File: config.mk
export PLATFORM = sky130hd
export DESIGN_NAME = multicycle_control
export DESIGN_NICKNAME = d
export VERILOG_FILES = /design/src/rtl/multicycle_pkg.sv /design/src/rtl/multicycle_control_alu_decoder.sv /design/src/rtl/multicycle_control.sv
export SDC_FILE = /design/constraint.sdc
export NUM_CORES = 1
export LEC_CHECK = 0
export BUFFER_PORTS_ARGS = -buffer_cell sky130_fd_sc_hd__buf_2
export CORE_MARGIN = 2
export CORE_UTILIZATION = 39
export CTS_CLUSTER_SIZE = 8
export DETAILED_ROUTE_END_ITERATION = 12
export PLACE_DENSITY = 0.74
export RECOVER_POWER = 100
export SLEW_MARGIN = 20
export SYNTH_ARGS = -nofsm -noshare
export SYNTH_HDL_FRONTEND = slang
export SYNTH_SLANG_ARGS = --single-unit
File: constraint.sdc
create_clock -name clk -period 1.55 [get_ports clk]
set_input_delay 0.31 -clock clk [delete_from_list [all_inputs] [get_ports clk]]
set_output_delay 0.31 -clock clk [all_outputs]
set_load 0.05 [all_outputs]
File: src/rtl/multicycle_pkg.sv
`default_nettype none
// ============================================================================
// Module      : multicycle_pkg
// Description : Shared encodings for the multicycle RV32I-subset control path.
//               Contains the main FSM state type, the ALU operation codes, the
//               opcode constants, the datapath mux select encodings and a
//               small helper that recognises the supported ALU funct3 values.
// Ports       : none (package)
// Revision    : 1.0 - initial release
// ============================================================================
package multicycle_pkg;

    // Main FSM states
    typedef enum logic [3:0] {
        FETCH    = 4'd0,
        DECODE   = 4'd1,
        MEMADR   = 4'd2,
        MEMREAD  = 4'd3,
        MEMWB    = 4'd4,
        MEMWRITE = 4'd5,
        EXECUTER = 4'd6,
        EXECUTEI = 4'd7,
        ALUWB    = 4'd8,
        BEQ      = 4'd9,
        JAL      = 4'd10
    } state_t;

    // ALU operation codes
    localparam logic [2:0] ALU_ADD = 3'b000;
    localparam logic [2:0] ALU_SUB = 3'b001;
    localparam logic [2:0] ALU_AND = 3'b010;
    localparam logic [2:0] ALU_OR  = 3'b011;
    localparam logic [2:0] ALU_SLT = 3'b101;

    // Main decoder to ALU decoder operation class
    localparam logic [1:0] ALUOP_ADD   = 2'b00;
    localparam logic [1:0] ALUOP_SUB   = 2'b01;
    localparam logic [1:0] ALUOP_FUNCT = 2'b10;

    // Opcodes (instr[6:0])
    localparam logic [6:0] OP_LW    = 7'b0000011;
    localparam logic [6:0] OP_SW    = 7'b0100011;
    localparam logic [6:0] OP_RTYPE = 7'b0110011;
    localparam logic [6:0] OP_ITYPE = 7'b0010011;
    localparam logic [6:0] OP_BEQ   = 7'b1100011;
    localparam logic [6:0] OP_JAL   = 7'b1101111;

    // Datapath mux selects
    localparam logic [1:0] SRCA_PC    = 2'b00;
    localparam logic [1:0] SRCA_OLDPC = 2'b01;
    localparam logic [1:0] SRCA_RD1   = 2'b10;

    localparam logic [1:0] SRCB_RD2  = 2'b00;
    localparam logic [1:0] SRCB_IMM  = 2'b01;
    localparam logic [1:0] SRCB_FOUR = 2'b10;

    localparam logic [1:0] RES_ALUOUT    = 2'b00;
    localparam logic [1:0] RES_DATA      = 2'b01;
    localparam logic [1:0] RES_ALURESULT = 2'b10;

    localparam logic [1:0] IMM_I = 2'b00;
    localparam logic [1:0] IMM_S = 2'b01;
    localparam logic [1:0] IMM_B = 2'b10;
    localparam logic [1:0] IMM_J = 2'b11;

    // Position of the zero flag inside {n,z,c,v}
    localparam int FLAG_Z = 2;

    // funct3 values the ALU can execute: add/sub, slt, or, and
    function automatic logic funct3_is_alu(input logic [2:0] f3);
        return (f3 == 3'b000) || (f3 == 3'b010) || (f3 == 3'b110) || (f3 == 3'b111);
    endfunction

endpackage
`default_nettype wire

File: src/rtl/multicycle_control_alu_decoder.sv
`default_nettype none
// ============================================================================
// Module      : alu_decoder
// Description : Combinational ALU decoder. Maps the main FSM's alu_op class
//               plus the instruction funct fields onto an ALU operation code.
// Ports       : alu_op[1:0]      operation class from the main FSM
//               funct3[2:0]      instr[14:12]
//               op5              instr[5], distinguishes R-type from I-type
//               funct7b5         instr[30]
//               alu_control[2:0] ALU operation code
// Revision    : 1.0 - initial release
// ============================================================================
module alu_decoder
    import multicycle_pkg::*;
(
    input  logic [1:0] alu_op,
    input  logic [2:0] funct3,
    input  logic       op5,
    input  logic       funct7b5,
    output logic [2:0] alu_control
);

    always_comb begin
        alu_control = ALU_ADD;
        case (alu_op)
            ALUOP_ADD: alu_control = ALU_ADD;
            ALUOP_SUB: alu_control = ALU_SUB;
            ALUOP_FUNCT: begin
                case (funct3)
                    // Only register-register ops honour funct7b5; addi never subtracts
                    3'b000:  alu_control = (op5 && funct7b5) ? ALU_SUB : ALU_ADD;
                    3'b010:  alu_control = ALU_SLT;
                    3'b110:  alu_control = ALU_OR;
                    3'b111:  alu_control = ALU_AND;
                    default: alu_control = ALU_ADD;
                endcase
            end
            default:   alu_control = ALU_ADD;
        endcase
    end

endmodule
`default_nettype wire

File: src/rtl/multicycle_control.sv
`default_nettype none
// ============================================================================
// Module      : multicycle_control
// Description : Control unit of the multicycle RV32I-subset core. A Moore main
//               FSM sequences fetch/decode/execute/memory/writeback and drives
//               every datapath select and enable; the ALU decoder turns the
//               FSM's alu_op plus funct fields into alu_control.
// Ports       : clk, reset (sync, active-high)
//               op, funct3, funct7b5  instruction fields from the IR
//               flags                 ALU flags {n,z,c,v}
//               pc_write, adr_src, mem_write, ir_write, result_src,
//               alu_src_a, alu_src_b, imm_src, reg_write, alu_control
//                                     datapath controls
//               illegal_instr, instr_retired  status pulses
// Revision    : 1.0 - initial release
// ============================================================================
module multicycle_control
    import multicycle_pkg::*;
(
    input  logic       clk,
    input  logic       reset,
    input  logic [6:0] op,
    input  logic [2:0] funct3,
    input  logic       funct7b5,
    input  logic [3:0] flags,
    output logic       pc_write,
    output logic       adr_src,
    output logic       mem_write,
    output logic       ir_write,
    output logic [1:0] result_src,
    output logic [1:0] alu_src_a,
    output logic [1:0] alu_src_b,
    output logic [1:0] imm_src,
    output logic       reg_write,
    output logic [2:0] alu_control,
    output logic       illegal_instr,
    output logic       instr_retired
);

    state_t     r_state;
    state_t     w_state;
    state_t     w_next;
    logic       w_bad;
    logic       w_pc_update;
    logic       w_branch;
    logic       w_ir_write;
    logic       w_mem_write;
    logic       w_reg_write;
    logic       w_illegal;
    logic       w_retire;
    logic [1:0] w_alu_op;
    logic       w_unused_flags;

    // Only the zero flag steers control
    assign w_unused_flags = ^{flags[3], flags[1:0]};

    // Instruction legality, evaluated only in DECODE
    always_comb begin
        w_bad = 1'b0;
        case (op)
            OP_LW, OP_SW: w_bad = (funct3 != 3'b010);
            OP_BEQ:       w_bad = (funct3 != 3'b000);
            OP_RTYPE:     w_bad = !funct3_is_alu(funct3) || (funct7b5 && (funct3 != 3'b000));
            OP_ITYPE:     w_bad = !funct3_is_alu(funct3);
            OP_JAL:       w_bad = 1'b0;
            default:      w_bad = 1'b1;
        endcase
    end

    // Immediate format depends on the opcode alone
    always_comb begin
        case (op)
            OP_SW:   imm_src = IMM_S;
            OP_BEQ:  imm_src = IMM_B;
            OP_JAL:  imm_src = IMM_J;
            default: imm_src = IMM_I;
        endcase
    end

    // Main FSM output and next-state decode. While reset is high the decode
    // looks at FETCH so the non-enable outputs already show FETCH values.
    always_comb begin
        w_state     = reset ? FETCH : r_state;
        w_next      = FETCH;
        w_pc_update = 1'b0;
        w_branch    = 1'b0;
        w_ir_write  = 1'b0;
        w_mem_write = 1'b0;
        w_reg_write = 1'b0;
        w_illegal   = 1'b0;
        w_retire    = 1'b0;
        w_alu_op    = ALUOP_ADD;
        adr_src     = 1'b0;
        result_src  = RES_ALUOUT;
        alu_src_a   = SRCA_PC;
        alu_src_b   = SRCB_RD2;
        case (w_state)
            FETCH: begin
                w_ir_write  = 1'b1;
                alu_src_a   = SRCA_PC;
                alu_src_b   = SRCB_FOUR;
                result_src  = RES_ALURESULT;
                w_pc_update = 1'b1;
                w_next      = DECODE;
            end
            DECODE: begin
                // Precompute the branch target into ALUOut
                alu_src_a = SRCA_OLDPC;
                alu_src_b = SRCB_IMM;
                if (w_bad) begin
                    w_illegal = 1'b1;
                    w_next    = FETCH;
                end else begin
                    case (op)
                        OP_LW, OP_SW: w_next = MEMADR;
                        OP_RTYPE:     w_next = EXECUTER;
                        OP_ITYPE:     w_next = EXECUTEI;
                        OP_BEQ:       w_next = BEQ;
                        OP_JAL:       w_next = JAL;
                        default:      w_next = FETCH;
                    endcase
                end
            end
            MEMADR: begin
                alu_src_a = SRCA_RD1;
                alu_src_b = SRCB_IMM;
                w_next    = op[5] ? MEMWRITE : MEMREAD;
            end
            MEMREAD: begin
                adr_src    = 1'b1;
                result_src = RES_ALUOUT;
                w_next     = MEMWB;
            end
            MEMWB: begin
                result_src  = RES_DATA;
                w_reg_write = 1'b1;
                w_retire    = 1'b1;
                w_next      = FETCH;
            end
            MEMWRITE: begin
                adr_src     = 1'b1;
                result_src  = RES_ALUOUT;
                w_mem_write = 1'b1;
                w_retire    = 1'b1;
                w_next      = FETCH;
            end
            EXECUTER: begin
                alu_src_a = SRCA_RD1;
                alu_src_b = SRCB_RD2;
                w_alu_op  = ALUOP_FUNCT;
                w_next    = ALUWB;
            end
            EXECUTEI: begin
                alu_src_a = SRCA_RD1;
                alu_src_b = SRCB_IMM;
                w_alu_op  = ALUOP_FUNCT;
                w_next    = ALUWB;
            end
            ALUWB: begin
                result_src  = RES_ALUOUT;
                w_reg_write = 1'b1;
                w_retire    = 1'b1;
                w_next      = FETCH;
            end
            BEQ: begin
                alu_src_a  = SRCA_RD1;
                alu_src_b  = SRCB_RD2;
                w_alu_op   = ALUOP_SUB;
                result_src = RES_ALUOUT;
                w_branch   = 1'b1;
                w_retire   = 1'b1;
                w_next     = FETCH;
            end
            JAL: begin
                // Jump target sits in ALUOut; compute PC+4 for the link write
                alu_src_a   = SRCA_OLDPC;
                alu_src_b   = SRCB_FOUR;
                result_src  = RES_ALUOUT;
                w_pc_update = 1'b1;
                w_next      = ALUWB;
            end
            default: begin
                w_next = FETCH;
            end
        endcase
    end

    // Enables and status pulses are suppressed during reset
    assign pc_write      = !reset && (w_pc_update || (w_branch && flags[FLAG_Z]));
    assign ir_write      = !reset && w_ir_write;
    assign mem_write     = !reset && w_mem_write;
    assign reg_write     = !reset && w_reg_write;
    assign illegal_instr = !reset && w_illegal;
    assign instr_retired = !reset && w_retire;

    alu_decoder u_alu_decoder (
        .alu_op      (w_alu_op),
        .funct3      (funct3),
        .op5         (op[5]),
        .funct7b5    (funct7b5),
        .alu_control (alu_control)
    );

    always_ff @(posedge clk) begin
        if (reset) begin
            r_state <= FETCH;
        end else begin
            r_state <= w_next;
        end
    end

endmodule
`default_nettype wire

==> results by group, run 1 <==
Logic synthesis
  – Post-synth top flop: dfxtp_1
  – Synthesized area per cell: 6.479 sq um
  – Post-Synth Simple-Gate Area: between 40 and 50%
  – Post-synthesis net count: 120
  – Yosys Warn Count: 0
  – Register area share after synthesis: 12.24%
  – Cell area after synthesis: between 600 and 700 sq um
  – #FFs+latches synth: 4
  – Post-Syn Instances: 101
  – Largest family of logic cells by synthesized area: simple AND/OR/NAND/NOR gates
  – Mux share of post-synthesis cell area: between 1.5 and 2%
  – Post-synthesis adder-cell area fraction: about 3.8%
  – XOR/XNOR Fraction of Synth Area: around 5.4%
  – Synth Area in Compound Gates: 23.90%
  – Post-synth EDFFs: 0
  – Post-synthesis cell type count: 39
  – Post-synthesis async set-or-reset flop share: 0%

Clocking
  – Post-CTS setup buffers: 5
  – Hold Buf Count CTS: 0
  – Clk buf depth: 2
  – Num CTS Buffers: 3
  – CTS Sinks: 4
  – Post-cts resize count: a little under 70
  – CTS Root Cell: clkbuf_4
  – H-Tree Depth: 1

Placement
  – Number of port buffers: 31
  – Pre-CTS WS: -0.2626 ns
  – Final HPWL DP: around 1.9 mm
  – Routability cong.: around 0.89
  – Inst Count DP: 180

Floorplanning
  – Initial cell density of the core: a little over two fifths
  – DIE HEIGHT: around 45 um
  – Row count: 14
  – Die width: ~45 um
  – Ports: 35

Run status
  – Stop err: [ERROR DPL-0038] Utilization greater than 100%, impossible to legalize
  – Halt Stage: clock tree synthesis (4_1_cts)
  – Outcome: stopped before the end
[cells in the mapped netlist (2+ instances only)]
library cell / n / area share (%)
nor3_1: 3 / 2.3
and3_1: 2 / 1.9
nor2_1: 20 / 11
dfxtp_1: 4 / 12
and2_1: 2 / 1.9
nand2_1: 8 / 4.6
buf_2: 4 / 3.1
xnor2_1: 3 / 4.0
o21ai_0: 4 / 3.1
nand3_1: 5 / 3.8
nor2b_1: 3 / 2.9
a21oi_1: 4 / 3.1
nand3b_1: 3 / 3.4
o32ai_1: 2 / 2.7
inv_1: 5 / 2.9
nand2b_1: 4 / 3.8
or3_1: 2 / 1.9
ha_1: 2 / 3.8
[per-stage QoR]
| step | instance area [sq um] | setup TNS (ns) | hold WS [ns] | util [%] |
|---|---|---|---|---|
| 2_1_floorplan | 873.3 | -0.6995 | 0.4273 | - |
| 3_5_place_dp | 1274 | -1.440 | 0.6615 | 82.63 |
| 3_3_place_gp | 1274 | -1.073 | 0.6524 | 82.63 |
[kinds of logic after synthesis]
group	count (synthesis)
muxes	1
xor gates and xnor gates	4
AOI/OAI and AO/OA	21
buffers and inverters	11
and+or+nand+nor	58
DFF	4
adders and majority gates	2
==> run 2: changes to the inputs <==
Settings changed: CORE_AREA set to 2 2 63 65, CORE_MARGIN 2 to unset, CORE_UTILIZATION 39 to unset, CTS_CLUSTER_SIZE 8 to unset, DIE_AREA set to 0 0 65 67, PLACE_DENSITY 0.74 to unset, PLACE_DENSITY_LB_ADDON set to 0.15.
Clock period 1.55 ns to 2 ns, I/O delays scaled along.
==> results by group, run 2 <==
GRT
  – Vias in the first global route: around 760
  – Pin count of the biggest net entering global routing: 13
  – Global-route wire length before repair: 3.394 mm
  – GRT Util Overall: roughly a tenth
  – Global route overflow: 0
  – Initial antenna violation count: 0

Logic synthesis
  – Yosys Warn Count: 0
  – Area contributors post-synth: dfxtp_1 (12%), nor2_1 (11%), nand2_1 (4.6%), xnor2_1 (4.0%), ha_1 (3.8%)
  – Synthesized area per cell: roughly 6.5 sq um
  – Commonest cells in the netlist: nor2_1 (20), nand2_1 (8), inv_1 (5), nand3_1 (5)
  – Post-synth EDFFs: 0
  – #FFs+latches synth: 4
  – Post-Syn Instances: 101
  – Leading area contributor after synthesis: dfxtp_1
  – Post-synthesis net count: 120
  – Post-synthesis async set-or-reset flop share: 0%
  – Register area share after synthesis: between 10% and 20%
  – Share of the synthesized area in the top cell type: around 12%
  – Post-synth top flop: dfxtp_1
  – Most common cell in the synthesized netlist: nor2_1
  – Cell area after synthesis: approximately 650 sq um
  – Post-synthesis cell type count: 39

Worst setup path
  – Max FO, Critical Path: 4
  – Reg-to-reg startpoint: r_state[3]
  – Worst reg2reg endpoint: r_state[0]
  – Critical path class: flop to primary output
  – Critical path startpoint category: flop
  – Critical path required time: 1.60 ns
  – FF-to-FF path depth: 6
  – R2R Setup Slk: 0.50 ns
  – CP Capture Type: primary output
  – WP data arrival: approximately 1.5 ns

Placement
  – Final HPWL DP: 1.682 mm
  – Inst Count DP: ~190
  – Number of port buffers: 31
  – Routability cong.: around 0.74
  – Pre-CTS WS: -0.03114 ns

Timing
  – Worst Skew: roughly 0.0044 ns
  – FMAX: a little over 500 MHz
  – Total negative slack: 0 ns
  – Max-slew violation count: 0
  – Setup WS post-layout: between 0.07 and 0.08 ns
  – Final setup violating endpoints: 0
  – Final Hold Fails: 0
  – Tcrit/Tclk final: 96.16%
  – Shortest period the worst path allows: approximately 1.9 ns
  – Worst slew margin: between 70% and 80%
  – WHS: slightly below 0.5 ns
  – Actual slew at the worst max-slew pin: ~0.32 ns

Clocking
  – CTS tree: built
  – Clk buf depth: 2
  – Clk_lat worst skew: between 0.2 and 0.25 ns
  – H-Tree Depth: 1
  – CTS Root Cell: clkbuf_8
  – Num CTS Buffers: 3
  – Hold Buf Count CTS: 0
  – CTS Sinks: 4
  – Clk pin slew, worst setup/hold paths: 0.03 ns

Final layout
  – Fraction of layout instances using a drive strength above 1: a little over half
  – Max reg flops: 4
  – Ant. Diodes: 0
  – # fillers: 405
  – Area occupied by multi-input gates: around 640 sq um
  – Most common cell after layout, fill and taps aside: buf_4
  – Register with the most flip-flops: r_state
  – Final Net Count: 165
  – Area growth syn-to-layout: 78.01%
  – Commonest cells after routing, fill and taps aside: buf_4 (15), nor2_1 (13), buf_2 (12)
  – Post-Layout Cell Count: about 190
  – Biggest regs: r_state: 4 flops
  – Register area: just under 90 sq um

Worst hold path
  – Worst hold path stage count: 2
  – Hold path startpoint: op[5]
  – Hold Path Sink: r_state[1]
  – Tightest Hold Check Type: primary input to flop

Drt
  – Post-route DRC: 0
  – ANT nets after route: 0
  – First DRT Iteration DRCs: 16
  – DRT Pass-1 Iters: 4
  – Via density: about 4.4
  – Vias: 840
  – WL final: approximately 2.1 mm
  – Routed wire per std cell: 10.82 um

Floorplanning
  – Die width: 65 um
  – Initial cell density of the core: a little under a fifth
  – Ports: 35
  – Die area: roughly 4400 sq um
  – DIE HEIGHT: 67 um
  – Core area: ~3600 sq um
  – Row count: 22

Power
  – Gate power share: 38.1%
  – Switching power: 143.9 uW
  – Total power: just over 400 uW
  – Power Density: between 300 and 400 nW/um^2
  – Sequential power share: between 20 and 25%
  – Switching Share: between 30% and 40%
  – Lkg Pwr: 0.4797 nW
  – Peak supply drop: 0.1678 mV
  – P_int: ~270 uW
  – Clock power share: roughly two fifths

Flow run
  – Max_cap viols: 0

Run status
  – Outcome: completed
[run 2: layer usage]
layer | vias to the layer above | part of all wire, % | track usage (%)
met1 | 372 | 45 | 13.04
met4 | 0 | 0.67 | 3.191
li1 | 443 | - | -
met2 | 23 | 49 | 16.62
met3 | 2 | 5.6 | 1.858
met5 | - | 0 | 0
[run 2: layout make-up]
type	count	share of cell area [%]
tap	48	5.156
sequential	4	7.519
clock buffer	3	3.545
multi-input combinational	86	54.78
inverter	5	1.611
timing repair buffer	46	27.39
[run 2: cells by family (layout without fill, tap and decap cells)]
kind of cell	Yosys count	count (layout)	share of synthesized area, %
xor+xnor	4	4	5.355
mux	1	1	1.721
fa+ha+maj	2	2	3.823
simple gates	58	58	45.31
flops	4	4	12.24
buf+inv	11	54	7.648
compound gates	21	21	23.91
[run 2: how the worst max path moves through the flow]
| stage | start | end | slack, ns |
|---|---|---|---|
| 3_5_place_dp | reset | alu_control[0] | -0.03 |
| 6_report | r_state[1] | alu_src_b[0] | 0.08 |
| 5_1_grt | r_state[1] | alu_src_b[0] | -0.005 |
| 2_1_floorplan | r_state[1] | alu_src_b[0] | -0.25 |
| 3_3_place_gp | reset | alu_control[0] | -0.03 |
| 4_1_cts | r_state[1] | alu_src_b[0] | 0.009 |
[run 2: repair_timing]
item                       4_1_cts  5_1_grt
gates resized for setup         11       26
cloned                           0        0
pin swaps                        1        4
buffers inserted                 0        2
setup endpoints to repair        5        8
[run 2: power by group through the flow]
stage	sequential, mW	combinational, mW	clock (mW)
final	0.0850	0.157	0.171
after global routing	0.0855	0.171	0.174
after CTS	0.0857	0.148	0.175
after detailed placement	0.0867	0.145	0
after global placement	0.0863	0.144	0
after floorplan	0.0850	0.0952	0
[run 2: worst max-delay path: stages (launching register included)]
cell	delay, ns
dfxtp_4	0.38
buf_8	0.12
xor2_1	0.14
nor2_1	0.06
a2111oi_2	0.35
buf_4	0.26
[run 2: stage by stage]
step / util, % / instance area [sq um]
floorplan: - / 710.7
CTS: 29.63 / 1069
detailed placement: 27.52 / 992.2
global route: 32.30 / 1165
finish: 32.30 / 1165
global placement: 27.52 / 992.2
Note: power is estimated with default switching activity, not from simulation.
